`src/rtl/mem_ctrl_pkg.sv`:
```
// Shared definitions for the round-robin memory arbiter: default memory
// geometry and the tag that travels alongside each accepted transaction.
package mem_ctrl_pkg;

   localparam int DEF_ADDR_WIDTH = 32;
   localparam int DEF_DATA_WIDTH = 32;
   localparam int DEF_DEPTH      = 16;

   // Requester ids never exceed 3 bits since at most 8 requesters share the memory
   localparam int ID_WIDTH = 3;

   typedef struct packed {
      logic                valid;
      logic [ID_WIDTH-1:0] id;
      logic                wr;
      logic                err;
   } tag_t;

endpackage

```
`src/rtl/mem_rr_arbiter_rr_arbiter.sv`:
```
// Purely combinational round-robin picker: scans the request vector starting
// at the pointer and wrapping around, and reports the first set bit.
module rr_arbiter #(
   parameter int NUM_REQ = 2,
   parameter int IDX_W   = (NUM_REQ > 1) ? $clog2(NUM_REQ) : 1
) (
   input  logic [NUM_REQ-1:0] req,
   input  logic [IDX_W-1:0]   ptr,
   output logic [NUM_REQ-1:0] gnt,
   output logic [IDX_W-1:0]   winner
);

   logic found;
   int   idx;

   // Walk the requesters in priority order from ptr; the first active one wins
   always_comb begin
      gnt    = '0;
      winner = '0;
      found  = 1'b0;
      idx    = 0;
      for (int k = 0; k < NUM_REQ; k++) begin
         idx = int'(ptr) + k;
         if (idx >= NUM_REQ) begin
            idx = idx - NUM_REQ;
         end
         if (!found && req[idx]) begin
            found    = 1'b1;
            gnt[idx] = 1'b1;
            winner   = IDX_W'(idx);
         end
      end
   end

endmodule

```
`src/rtl/mem_rr_arbiter.sv`:
```
// Shares one single-port memory between NUM_REQ requesters. One transaction
// is accepted per cycle; a two-stage tag pipeline routes each completion back
// to its requester, and out-of-range addresses complete with an error
// without ever reaching the memory.
module mem_rr_arbiter
   import mem_ctrl_pkg::*;
#(
   parameter int NUM_REQ    = 2,
   parameter int ADDR_WIDTH = DEF_ADDR_WIDTH,
   parameter int DATA_WIDTH = DEF_DATA_WIDTH,
   parameter int DEPTH      = DEF_DEPTH
) (
   input  logic                          clk,
   input  logic                          rst_n,
   input  logic [NUM_REQ-1:0]            req,
   input  logic [NUM_REQ-1:0]            req_wr,
   input  logic [NUM_REQ*ADDR_WIDTH-1:0] req_addr,
   input  logic [NUM_REQ*DATA_WIDTH-1:0] req_wdata,
   output logic [NUM_REQ-1:0]            gnt,
   output logic [NUM_REQ-1:0]            rsp_valid,
   output logic                          rsp_err,
   output logic [DATA_WIDTH-1:0]         rsp_rdata,
   output logic                          mem_en,
   output logic                          mem_wr,
   output logic [ADDR_WIDTH-1:0]         mem_addr,
   output logic [DATA_WIDTH-1:0]         mem_wdata,
   input  logic [DATA_WIDTH-1:0]         mem_rdata
);

   localparam int IDX_W = (NUM_REQ > 1) ? $clog2(NUM_REQ) : 1;

   logic [NUM_REQ-1:0]    arb_gnt;
   logic [IDX_W-1:0]      winner;
   logic [IDX_W-1:0]      rr_ptr;
   logic [IDX_W-1:0]      ptr_next;
   logic                  accept;
   logic [ADDR_WIDTH-1:0] win_addr;
   logic [DATA_WIDTH-1:0] win_wdata;
   logic                  win_wr;
   logic                  win_err;
   tag_t                  tag_s1;
   tag_t                  tag_s2;

   rr_arbiter #(
      .NUM_REQ (NUM_REQ),
      .IDX_W   (IDX_W)
   ) u_rr_arbiter (
      .req    (req),
      .ptr    (rr_ptr),
      .gnt    (arb_gnt),
      .winner (winner)
   );

   // Grants are suppressed while reset is held so nothing is accepted mid-reset
   assign gnt    = rst_n ? arb_gnt : '0;
   assign accept = |gnt;

   assign win_addr  = req_addr[int'(winner)*ADDR_WIDTH +: ADDR_WIDTH];
   assign win_wdata = req_wdata[int'(winner)*DATA_WIDTH +: DATA_WIDTH];
   assign win_wr    = req_wr[winner];
   assign win_err   = (win_addr >= ADDR_WIDTH'(DEPTH));

   // Next pointer sits just past the winner, wrapping at the last requester
   always_comb begin
      ptr_next = winner + IDX_W'(1);
      if (int'(winner) == NUM_REQ - 1) begin
         ptr_next = '0;
      end
   end

   // Advance the round-robin pointer only when a handshake actually completes
   always_ff @(posedge clk or negedge rst_n) begin
      if (!rst_n) begin
         rr_ptr <= '0;
      end else if (accept) begin
         rr_ptr <= ptr_next;
      end
   end

   // Issue stage: drive the memory for in-range winners and launch the stage-1 tag
   always_ff @(posedge clk or negedge rst_n) begin
      if (!rst_n) begin
         mem_en    <= 1'b0;
         mem_wr    <= 1'b0;
         mem_addr  <= '0;
         mem_wdata <= '0;
         tag_s1    <= '0;
      end else begin
         mem_en <= 1'b0;
         tag_s1 <= '0;
         if (accept) begin
            tag_s1.valid <= 1'b1;
            tag_s1.id    <= ID_WIDTH'(winner);
            tag_s1.wr    <= win_wr;
            tag_s1.err   <= win_err;
            if (!win_err) begin
               mem_en    <= 1'b1;
               mem_wr    <= win_wr;
               mem_addr  <= win_addr;
               mem_wdata <= win_wdata;
            end
         end
      end
   end

   // Completion stage: the tag follows the memory access by one cycle
   always_ff @(posedge clk or negedge rst_n) begin
      if (!rst_n) begin
         tag_s2 <= '0;
      end else begin
         tag_s2 <= tag_s1;
      end
   end

   // Responses are decoded straight from the stage-2 tag flops; read data is
   // claimed only by a tag that owns it, never by the memory's own valid flag
   always_comb begin
      rsp_valid = '0;
      rsp_err   = 1'b0;
      rsp_rdata = '0;
      if (tag_s2.valid) begin
         rsp_valid[tag_s2.id] = 1'b1;
         rsp_err              = tag_s2.err;
         if (!tag_s2.wr && !tag_s2.err) begin
            rsp_rdata = mem_rdata;
         end
      end
   end

endmodule

```
`config.mk`:
```
export PLATFORM = sky130hd
export DESIGN_NAME = mem_rr_arbiter
export DESIGN_NICKNAME = d
export VERILOG_FILES = /design/src/rtl/mem_ctrl_pkg.sv /design/src/rtl/mem_rr_arbiter_rr_arbiter.sv /design/src/rtl/mem_rr_arbiter.sv
export SDC_FILE = /design/constraint.sdc
export NUM_CORES = 1
export LEC_CHECK = 0
export ABC_AREA = 1
export CAP_MARGIN = 25
export CORE_UTILIZATION = 38
export CTS_BUF_LIST = sky130_fd_sc_hd__clkbuf_2 sky130_fd_sc_hd__clkbuf_4 sky130_fd_sc_hd__clkbuf_8
export DETAILED_ROUTE_END_ITERATION = 12
export PLACE_DENSITY = 0.87
export SYNTH_ARGS = -nofsm -noshare
export SYNTH_HDL_FRONTEND = slang
export SYNTH_SLANG_ARGS = --single-unit
```
`constraint.sdc`:
```
create_clock -name clk -period 2.6 [get_ports clk]
set_input_delay 0.65 -clock clk [delete_from_list [all_inputs] [get_ports clk]]
set_output_delay 0.65 -clock clk [all_outputs]
set_load 0.005 [all_outputs]
```
==> reports/results.ini <==
[status]
status=complete, no violations

[worst_setup_path]
cp.arrival_ns=1.89
path_class=reg2out
rrSetupSlack_ns=0.61
ff2ff_path_depth=12
r2r_end=mem_addr[10]$_DFFE_PN0P_
r2r-start=rr_ptr$_DFFE_PN0P_
crit_required_ns=1.95
worst-path-max-fanout=8
endpoint_kind=output pin
critPathLaunchType=flip-flop

[yosys]
syn_area_mm2=0.00418
yosysUniqueCellTypes=20
synth_seq_area_share_pct=44.9
ys.flop_type=dfrtp_1
syn_nets=781
synth_area_per_cell_um2=6.80
synth-edff-count=0
synth-warning-count=0
synthCells=615
async_flop_share_pct=100
ys_seq_elements=75

[power]
powerDensity_mw_per_mm2=392
ir_drop_uv=296
p_leak_nw=4.48

[placed_design]
io_buffers=268
place.gp.congestion=0.810
placed_cells=1012
post-dp-hpwl_mm=10.0

[clock_tree]
htreeDepth=3
cts_buffers=9
path_clk_slew_ns=0.08
cts_root_buf=clkbuf_8
cts.sinks=75
cts_buffer_depth=2
clk_latency_ns=0.35
cts_tree=yes

[timing]
report.final.setup_viol=0
setup-tns-final_ns=0
fin_skew_ns=0.0136
fin_crit_sh_pct=97.6
fmax_ghz=0.394
hold_viol_final=0
rsz0062_at_grt=false
worst_pin_slew_ns=0.804
period_needed_ns=2.54
max-slew-margin-rel_pct=46.4
slew_violations=0

[global_routing]
grt_pass1_vias=4433
grt_usage_pct=22.8
grt_overflow=0
grt_max_degree=66
antenna_found_initial=0
grt_pass1_wl_mm=20.6

[routing]
first_iter_violations=176
wl_per_cell_um=12.9
routed_via_density=4.54
antenna_left=0
wirelength_mm=13.3
firstDrtPassIters=4
vias=4685
drc=0

[floorplan]
num_rows=37
initial_core_util_pct=39.8
core-area_mm2=0.0105
die_h_um=107
io_pins=269
die_area_mm2=0.0114
die_x_um=107

[layout]
diodes=0
drive_gt1_share_pct=9.94
area_growth_pct=79.0
final_cells=1031
final_nets=1056

[hold_path]
min_path_type=in2async

[flow_run]
maxCapViolCount=0

## timing repair
item | in CTS | in global routing
hold buffers | 0 | 0
resized for setup | 5 | 34
gates cloned | 0 | 2
endpoints found under the setup margin | 25 | 32
buffers inserted | 0 | 1
## final cells by class
class	instances	area [um2]
Sequential cell	75	1880
Tap cell	136	170
Clock inverter	7	106
Inverter	97	364
Clock buffer	9	124
Timing Repair Buffer	301	3100
Fill cell	812	3030
Multi-Input combinational cell	406	1750
## flip-flops by register name, summed over array words and instances, names as in the netlist
name,count
mem_wr,1
mem_wdata,32
tag_s2,4
tag_s1,4
rr_ptr,1
mem_addr,32
mem_en,1
## stage by stage
step                      hold slack, ns  total power, mW  utilization (%)  setup WS [ns]  cell area [um2]
after floorplan                    0.331             1.49                -          0.519             4180
final                              0.111             2.93             71.2         0.0614             7480
after global placement             0.332             1.91             67.7         -0.126             7120
after CTS                         0.0975             2.95             69.9        0.00422             7350
after global routing              0.0912             3.10             71.2        0.00566             7480
after detailed placement           0.336             1.92             67.7         -0.195             7120
## layout by cell type, fill, tap and decap left out
cell type	count
buf_6	1
nand3b_1	17
or3_4	1
dlygate4sd2_1	3
nand2_2	2
nor2_1	42
inv_2	29
nand3_1	2
o21ai_4	1
dlymetal6s2s_1	30
nand2_1	294
nor2_2	2
clkdlybuf4s50_1	234
inv_8	1
clkbuf_16	1
clkbuf_8	9
inv_6	2
buf_4	26
inv_1	68
nor2_4	2
clkinv_4	2
dfrtp_1	75
a21oi_1	1
buf_12	6
bufinv_16	2
nand3_2	1
nand2_4	1
nand4_1	37
o21ai_1	3
## logic make-up after synthesis
group | after synthesis | synth area share, %
AOI/OAI and AO/OA | 5 | 0.688
DFF | 75 | 44.9
buffers and inverters | 134 | 14.1
and+or+nand+nor | 401 | 40.3
## cells in the mapped netlist, types with 2 or more instances
| cell type | count | share of area, % |
|---|---|---|
| dfrtp_1 | 75 | 45 |
| buf_6 | 7 | 1.9 |
| o21ai_1 | 3 | 0.36 |
| buf_2 | 7 | 0.84 |
| nand3b_1 | 17 | 3.1 |
| inv_1 | 68 | 6.1 |
| clkbuf_1 | 12 | 1.1 |
| nand4_1 | 37 | 5.5 |
| inv_2 | 29 | 2.6 |
| nand3_1 | 3 | 0.36 |
| nand2_1 | 294 | 26 |
| nor2_2 | 2 | 0.30 |
| buf_1 | 4 | 0.36 |
| nor2_1 | 44 | 3.9 |
| buf_4 | 7 | 1.3 |
| nand2_2 | 2 | 0.30 |
## how the worst max path moves through the flow
stage / startpoint / end / slack [ns] / cells after the start
after floorplan: req[0] / mem_wdata[2]$_DFFE_PN0P_ / 0.52 / 14
after global placement: req[1] / mem_wdata[2]$_DFFE_PN0P_ / -0.13 / 13
after detailed placement: req[1] / mem_wdata[3]$_DFFE_PN0P_ / -0.20 / 13
after CTS: tag_s2[5]$_DFF_PN0_ / rsp_rdata[25] / 0.004 / 5
after global routing: tag_s2[5]$_DFF_PN0_ / rsp_rdata[1] / 0.006 / 5
final: tag_s2[5]$_DFF_PN0_ / rsp_rdata[20] / 0.06 / 5
## where the power goes
part	internal [mW]	total (mW)	leakage (nW)	switching, mW
Clock	0.557	1.02	0.116	0.464
Sequential	1.18	1.19	1.04	0.00862
Combinational	0.408	0.724	3.33	0.316
## per-layer routing
layer  routed length [um]  vias to the layer above  share of wire [%]  GRT usage, %
met4                  260                        0                2.0          7.93
met5                    0                        -                  0             0
li1                     -                     2376                  -             -
met2                 6860                      182                 52          41.7
met1                 5330                     2104                 40          26.4
met3                  836                       23                6.3          4.50
## critical path, stage by stage, from the launching register on
cell and delay, ns:
dfrtp_1 0.38, inv_1 0.06, or3_4 0.37, buf_6 0.16
nor2_1 0.08, clkdlybuf4s50_1 0.51
Note: power is estimated with default switching activity, not from simulation.
